===== src/rtl/window_generator.sv =====
// 3x3 raster window generator with edge replication.
// Two line buffers hold the previous two rows; two column registers plus the
// incoming column form the neighbourhood. One output register carries the
// window under a valid/stall handshake.
//
// Handshake: a pixel moves when in_valid && in_ready; a window moves when
// out_valid && !stall. While out_valid && stall the output register is full,
// so in_ready drops and nothing inside advances.
module window_generator #(
  parameter int IMG_W = 128,
  parameter int IMG_H = 128
) (
  input  logic            clk,
  input  logic            reset,
  input  logic [7:0]      pixel_in,
  input  logic            in_valid,
  output logic            in_ready,
  input  logic            stall,
  output logic [8:0][7:0] window,
  output logic            out_valid,
  output logic            frame_done,
  output logic [1:0]      dbg_state_o
);

  localparam int CW = (IMG_W > 1) ? $clog2(IMG_W) : 1;
  localparam int RW = (IMG_H > 1) ? $clog2(IMG_H) : 1;
  localparam logic [CW-1:0] COL_LAST = CW'(IMG_W - 1);
  localparam logic [RW-1:0] ROW_LAST = RW'(IMG_H - 1);
  localparam logic [RW-1:0] ROW_ONE  = RW'(1);

  typedef enum logic [1:0] {
    FILL   = 2'd0,
    STREAM = 2'd1,
    EDGE   = 2'd2,
    FLUSH  = 2'd3
  } state_t;

  // One column of the neighbourhood: rows r-1, r, r+1.
  typedef struct packed {
    logic [7:0] bot;
    logic [7:0] mid;
    logic [7:0] top;
  } col_t;

  typedef logic [8:0][7:0] win_t;

  // Assemble a window from left, centre and right columns.
  function automatic win_t make_win(input col_t l, input col_t c, input col_t r);
    win_t w;
    w[0] = l.top; w[1] = c.top; w[2] = r.top;
    w[3] = l.mid; w[4] = c.mid; w[5] = r.mid;
    w[6] = l.bot; w[7] = c.bot; w[8] = r.bot;
    return w;
  endfunction

  state_t        state_q;
  logic [RW-1:0] row_q;        // row index of the pixel being accepted
  logic [CW-1:0] col_q;        // column being accepted (or read in FLUSH)
  col_t          col_a_q;      // column k-2
  col_t          col_b_q;      // column k-1
  logic          tail_q;       // FLUSH: all columns read, last window pending
  logic          run_q;        // first clock after reset release seen
  logic          last_q;       // output register holds window (H-1, W-1)
  logic          out_valid_q;
  win_t          win_q;

  logic [7:0] lb_top_q [IMG_W];  // row r-1
  logic [7:0] lb_mid_q [IMG_W];  // row r

  logic       can_load;
  logic       accept;
  logic [7:0] lb_top_rd;
  logic [7:0] lb_mid_rd;
  col_t       stream_col_d;
  col_t       flush_col_d;

  assign can_load    = !out_valid_q || !stall;
  assign in_ready    = run_q && can_load && (state_q == FILL || state_q == STREAM);
  assign accept      = in_valid && in_ready;
  assign out_valid   = out_valid_q;
  assign window      = win_q;
  assign frame_done  = out_valid_q && last_q && !stall;
  assign dbg_state_o = state_q;

  // New column from line buffers: top row clamps to row 0 while emitting row 0;
  // in FLUSH the bottom row replicates the last image row.
  always_comb begin
    lb_top_rd        = lb_top_q[col_q];
    lb_mid_rd        = lb_mid_q[col_q];
    stream_col_d.top = (row_q == ROW_ONE) ? lb_mid_rd : lb_top_rd;
    stream_col_d.mid = lb_mid_rd;
    stream_col_d.bot = pixel_in;
    flush_col_d.top  = lb_top_rd;
    flush_col_d.mid  = lb_mid_rd;
    flush_col_d.bot  = lb_mid_rd;
  end

  // Line buffers shift down one row at each accepted column; reads see old data.
  always_ff @(posedge clk) begin
    if (accept) begin
      lb_top_q[col_q] <= lb_mid_q[col_q];
      lb_mid_q[col_q] <= pixel_in;
    end
  end

  // Control FSM, counters, column registers and output register.
  always_ff @(posedge clk or negedge reset) begin
    if (!reset) begin
      state_q     <= FILL;
      row_q       <= '0;
      col_q       <= '0;
      col_a_q     <= '0;
      col_b_q     <= '0;
      tail_q      <= 1'b0;
      run_q       <= 1'b0;
      last_q      <= 1'b0;
      out_valid_q <= 1'b0;
      win_q       <= '0;
    end else begin
      run_q <= 1'b1;
      if (out_valid_q && !stall) begin
        out_valid_q <= 1'b0;
        last_q      <= 1'b0;
      end
      case (state_q)
        FILL: begin
          if (accept) begin
            if (col_q == COL_LAST) begin
              col_q   <= '0;
              row_q   <= ROW_ONE;
              state_q <= STREAM;
            end else begin
              col_q <= col_q + 1'b1;
            end
          end
        end
        STREAM: begin
          if (accept) begin
            col_a_q <= col_b_q;
            col_b_q <= stream_col_d;
            if (col_q != '0) begin
              win_q       <= make_win((col_q == CW'(1)) ? col_b_q : col_a_q,
                                      col_b_q, stream_col_d);
              out_valid_q <= 1'b1;
            end
            if (col_q == COL_LAST) begin
              col_q   <= '0;
              state_q <= EDGE;
            end else begin
              col_q <= col_q + 1'b1;
            end
          end
        end
        EDGE: begin
          if (can_load) begin
            win_q       <= make_win(col_a_q, col_b_q, col_b_q);
            out_valid_q <= 1'b1;
            if (row_q == ROW_LAST) begin
              // Prime column 0 of the bottom row so FLUSH emits every cycle.
              col_b_q <= flush_col_d;
              col_q   <= CW'(1);
              state_q <= FLUSH;
            end else begin
              row_q   <= row_q + 1'b1;
              state_q <= STREAM;
            end
          end
        end
        FLUSH: begin
          if (can_load) begin
            out_valid_q <= 1'b1;
            if (!tail_q) begin
              win_q   <= make_win((col_q == CW'(1)) ? col_b_q : col_a_q,
                                  col_b_q, flush_col_d);
              col_a_q <= col_b_q;
              col_b_q <= flush_col_d;
              if (col_q == COL_LAST) begin
                col_q  <= '0;
                tail_q <= 1'b1;
              end else begin
                col_q <= col_q + 1'b1;
              end
            end else begin
              win_q   <= make_win(col_a_q, col_b_q, col_b_q);
              last_q  <= 1'b1;
              tail_q  <= 1'b0;
              row_q   <= '0;
              col_q   <= '0;
              state_q <= FILL;
            end
          end
        end
        default: state_q <= FILL;
      endcase
    end
  end

endmodule


===== config.mk =====
export PLATFORM = sky130hd
export DESIGN_NAME = window_generator
export DESIGN_NICKNAME = d
export VERILOG_FILES = /design/src/rtl/window_generator.sv
export SDC_FILE = /design/constraint.sdc
export NUM_CORES = 2
export LEC_CHECK = 0
export CAP_MARGIN = 20
export CORE_ASPECT_RATIO = 1.75
export CORE_MARGIN = 2
export CORE_UTILIZATION = 56
export CTS_CLUSTER_SIZE = 28
export DETAILED_ROUTE_END_ITERATION = 7
export PLACE_DENSITY = 0.82
export SLEW_MARGIN = 10
export SYNTH_ARGS = -nofsm -noshare
export SYNTH_HDL_FRONTEND = slang
export SYNTH_SLANG_ARGS = --single-unit

===== constraint.sdc =====
create_clock -name clk -period 7.19 [get_ports clk]
set_clock_uncertainty 0.2 [all_clocks]
set_input_delay 2.157 -clock clk [delete_from_list [all_inputs] [get_ports clk]]
set_output_delay 2.157 -clock clk [all_outputs]
set_load 0.005 [all_outputs]

==> Implementation_results.wiki <==
{| class="wikitable"
! Metric !! Value
|-
| Status || complete, but fails checks
|-
| Failing checks || design-rule violations
|-
| Global-route wire length before repair || 403000 um
|-
| Critical path data arrival time || 6.82 ns
|-
| Cell with the most instances after synthesis || sky130_fd_sc_hd__edfxtp_1
|-
| Number of I/O pins || 89
|-
| Clock period minus worst slack || 6.28 ns
|-
| Number of buffer cells added on primary ports || 88
|-
| Number of nets in the final layout || 5394
|-
| Area of the core region || 153000 um^2
|-
| Data required time at the worst endpoint || 7.72 ns
|-
| Clock latency of the later-clocked register in the worst-skew pair || 0.86 ns
|-
| Final antenna-violating net count || 0
|-
| Fraction of post-synthesis cell area in the top cell type by area || 71.4%
|-
| Timing startpoint of the critical path || col_q[2]
|-
| CTS H-tree lvls || 4
|-
| Final TNS setup || 0 ns
|-
| CTS Hold Bufs || 0
|-
| Standby leakage power || 31.3 nW
|-
| Detailed Route WL || 290000 um
|-
| Share of the synthesized area in compound gates (AO/OA/AOI/OAI) || 10.7%
|-
| Most used DFF post-synth || sky130_fd_sc_hd__edfxtp_1
|-
| Vert. Die Dim || 523 um
|-
| Reg-to-Reg End || window[46]
|-
| Dominant combinational cell family by area after synthesis || compound AO/OA/AOI/OAI gates
|-
| Aggregate global-route resource usage || 36.8%
|-
| Syn Std Cell Area || 86200 um^2
|-
| Total count of hold-check failures in the final report || 0
|-
| Multiplexer area fraction after synthesis || 7.15%
|-
| Worst-case hold slack || 0.274 ns
|-
| Synth Area in Adders || 0.131%
|-
| FFs w/ async S/R, synth || 6.40%
|-
| Maximum clock rate || 0.159 GHz
|-
| Clock root buffer || sky130_fd_sc_hd__clkbuf_16
|-
| Starting DRC count in detailed routing || 11015
|-
| Final estimated routing congestion in global placement || 1.02
|-
| Clock buffer depth || 4
|-
| Share of synthesized area occupied by flip-flops and latches || 75.4%
|-
| Post-synth EDFFs || 2048
|-
| Critical Path Start Type || flop
|-
| Synth cell count leaders || sky130_fd_sc_hd__edfxtp_1, sky130_fd_sc_hd__nor2_1, sky130_fd_sc_hd__nand2_1
|-
| Clock slew at the register clock pins of the worst setup and hold paths || 0.07 ns
|-
| Total gr overflow || 0
|-
| Number of flip-flops and latches in the synthesized netlist || 2188
|-
| Layout Area Growth over Synthesis || 11.8%
|-
| Largest area contributor in the netlist || sky130_fd_sc_hd__edfxtp_1
|-
| Placed wire-length estimate after detailed placement || 172000 um
|-
| Reg2Reg Launch Point || col_q[2]
|-
| Initial Utilization || 56.3%
|-
| R2r worst-path depth || 10
|-
| Peak ir drop on the vdd network || 702 uV
|-
| Relative slew margins || 2.47%
|-
| Number of detailed-route iterations in the first pass || 8
|-
| Critical path class || flop to flop
|-
| Number of pins exceeding their max-slew limit in the final report || 0
|-
| Via count || 55548
|-
| Via density per instance || 7.37
|-
| CTS tree || built
|-
| Count of synthesis-stage warnings from yosys || 0
|-
| Die area || 157000 um^2
|-
| Finished Core Util || 62.9%
|-
| Number of buffers created by CTS || 174
|-
| Path type of the worst min-delay path || flop to flop
|-
| Routed wire per std cell || 38.4 um
|-
| Final setup violation count || 0
|-
| Worst Setup End Kind || flop
|-
| Fraction of final layout cells sized beyond drive strength 1 || 17.1%
|-
| Flop-to-flop setup slack || 0.91 ns
|-
| Via count of the first global-routing pass || 54033
|-
| CP Max Fanout || 100
|-
| Max-capacitance violation count || 0
|-
| Total power || 0.0427 W
|-
| Worst-Margin Slew || 1.46 ns
|-
| Clock sink count || 2188
|-
| Count of distinct cell types in the synthesized netlist || 98
|-
| Chip Width || 301 um
|-
| Cts repair resizes || 0
|-
| Power density over the cells || 443 nW/um^2
|-
| Area share of and/or/nand/nor cells after synthesis || 4.20%
|-
| Parity-gate share of the synthesized area counting xor and xnor cells || 0.0305%
|-
| Initial antenna violation count || 28
|-
| Remaining routing DRC violations || 10
|-
| Total setup buffers inserted after CTS || 0
|-
| Standard-cell row count || 190
|-
| Top area cells in the synthesized netlist || sky130_fd_sc_hd__edfxtp_1, sky130_fd_sc_hd__dfrtp_1, sky130_fd_sc_hd__mux2i_1, sky130_fd_sc_hd__a221oi_1, sky130_fd_sc_hd__mux2_2
|-
| Final period utilization || 87.4%
|-
| Number of nets in the synthesized netlist || 5165
|-
| Worst setup endpoint || window[46]
|-
| Mean post-synth cell area || 16.8 um^2
|-
| RSZ-0062 raised after global routing || false
|-
| Syn Inst Count || 5144
|-
| Largest net degree at the start of global routing || 131
|}
==> worst max-delay path, stage by stage, from the launching register on <==
cell,delay [ns]
sky130_fd_sc_hd__dfrtp_4,0.91
sky130_fd_sc_hd__buf_12,0.47
sky130_fd_sc_hd__buf_4,0.45
sky130_fd_sc_hd__mux2i_1,0.23
sky130_fd_sc_hd__o21ai_0,0.17
sky130_fd_sc_hd__a221oi_1,1.23
sky130_fd_sc_hd__a21oi_1,0.37
sky130_fd_sc_hd__o41ai_4,0.62
sky130_fd_sc_hd__nand3_4,0.44
sky130_fd_sc_hd__buf_12,0.42
sky130_fd_sc_hd__a221o_1,0.40
==> worst min path at each step <==
stage	from	end	slack, ns	cells past startpoint
floorplan	window[10]	window[10]	0.27	2
global placement	window[34]	window[34]	0.26	2
detailed placement	window[8]	window[8]	0.26	2
CTS	window[8]	window[8]	0.28	2
global route	window[8]	window[8]	0.30	2
finish	window[56]	window[56]	0.27	2
==> per-layer routing <==
metal / routed length [um] / vias up / GRT usage [%]
met5: 285 / - / 0.611
met4: 35800 / 24 / 35.2
met3: 43900 / 1730 / 13.1
met2: 131000 / 5874 / 56.5
met1: 79100 / 26719 / 39.3
li1: - / 21201 / -
==> state kept, by name, summed over array words and instances (netlist names), 2 cells and up <==
register and count:
col_q 7, lb_top_q 1024, row_q 7, dbg_state_o 2, lb_mid_q 1024, window 72
col_b_q 24, col_a_q 24
==> layout by cell type, fill, tap and decap left out, types with 34 or more instances in the layout <==
cell	synthesis	routed
sky130_fd_sc_hd__a21oi_1	212	211
sky130_fd_sc_hd__a221o_1	68	67
sky130_fd_sc_hd__a221oi_1	254	253
sky130_fd_sc_hd__a22o_1	48	48
sky130_fd_sc_hd__a22oi_1	126	126
sky130_fd_sc_hd__a31oi_1	41	41
sky130_fd_sc_hd__buf_4	61	301
sky130_fd_sc_hd__clkbuf_16	0	179
sky130_fd_sc_hd__clkdlybuf4s50_1	0	79
sky130_fd_sc_hd__clkinv_1	2	38
sky130_fd_sc_hd__clkinv_2	0	34
sky130_fd_sc_hd__dfrtp_1	140	135
sky130_fd_sc_hd__edfxtp_1	2048	2048
sky130_fd_sc_hd__mux2_2	186	186
sky130_fd_sc_hd__mux2i_1	229	229
sky130_fd_sc_hd__mux4_2	76	76
sky130_fd_sc_hd__nand2_1	285	278
sky130_fd_sc_hd__nand3_1	40	40
sky130_fd_sc_hd__nor2_1	346	342
sky130_fd_sc_hd__o21ai_0	180	178
sky130_fd_sc_hd__o2bb2ai_1	42	42
==> power breakdown <==
group / switching, W / internal [W]
combinational: 0.0121 / 0.00383
clock: 0.00444 / 0.00524
sequential: 0.000238 / 0.0168
total: 0.0168 / 0.0259
==> logic make-up after synthesis <==
group	count (synthesis)
AO/OA/AOI/OAI	1248
XOR/XNOR	3
adder cells (fa/ha/maj)	9
buffers and inverters	381
flip-flops	2188
multiplexers	496
other	1
AND/OR/NAND/NOR	818
==> per-stage QoR <==
step                      worst slack, ns  std cells  instance area, um^2
after global routing                 1.12       7521                96300
after floorplan                     0.176       5144                86200
final                               0.909       7536                96400
after detailed placement             1.32       7194                90500
after CTS                            1.33       7499                96000
after global placement               1.33       7194                90500
==> final cells by class <==
type,instances,area (um^2)
Tap cell,2016,2520
Sequential cell,2188,65000
Fill cell,9910,56700
Clock inverter,102,977
Antenna cell,18,45.0
Inverter,15,70.1
Timing Repair Buffer,419,3740
Clock buffer,203,4580
Multi-Input combinational cell,2575,19400
Note: power is estimated with default switching activity, not from simulation.
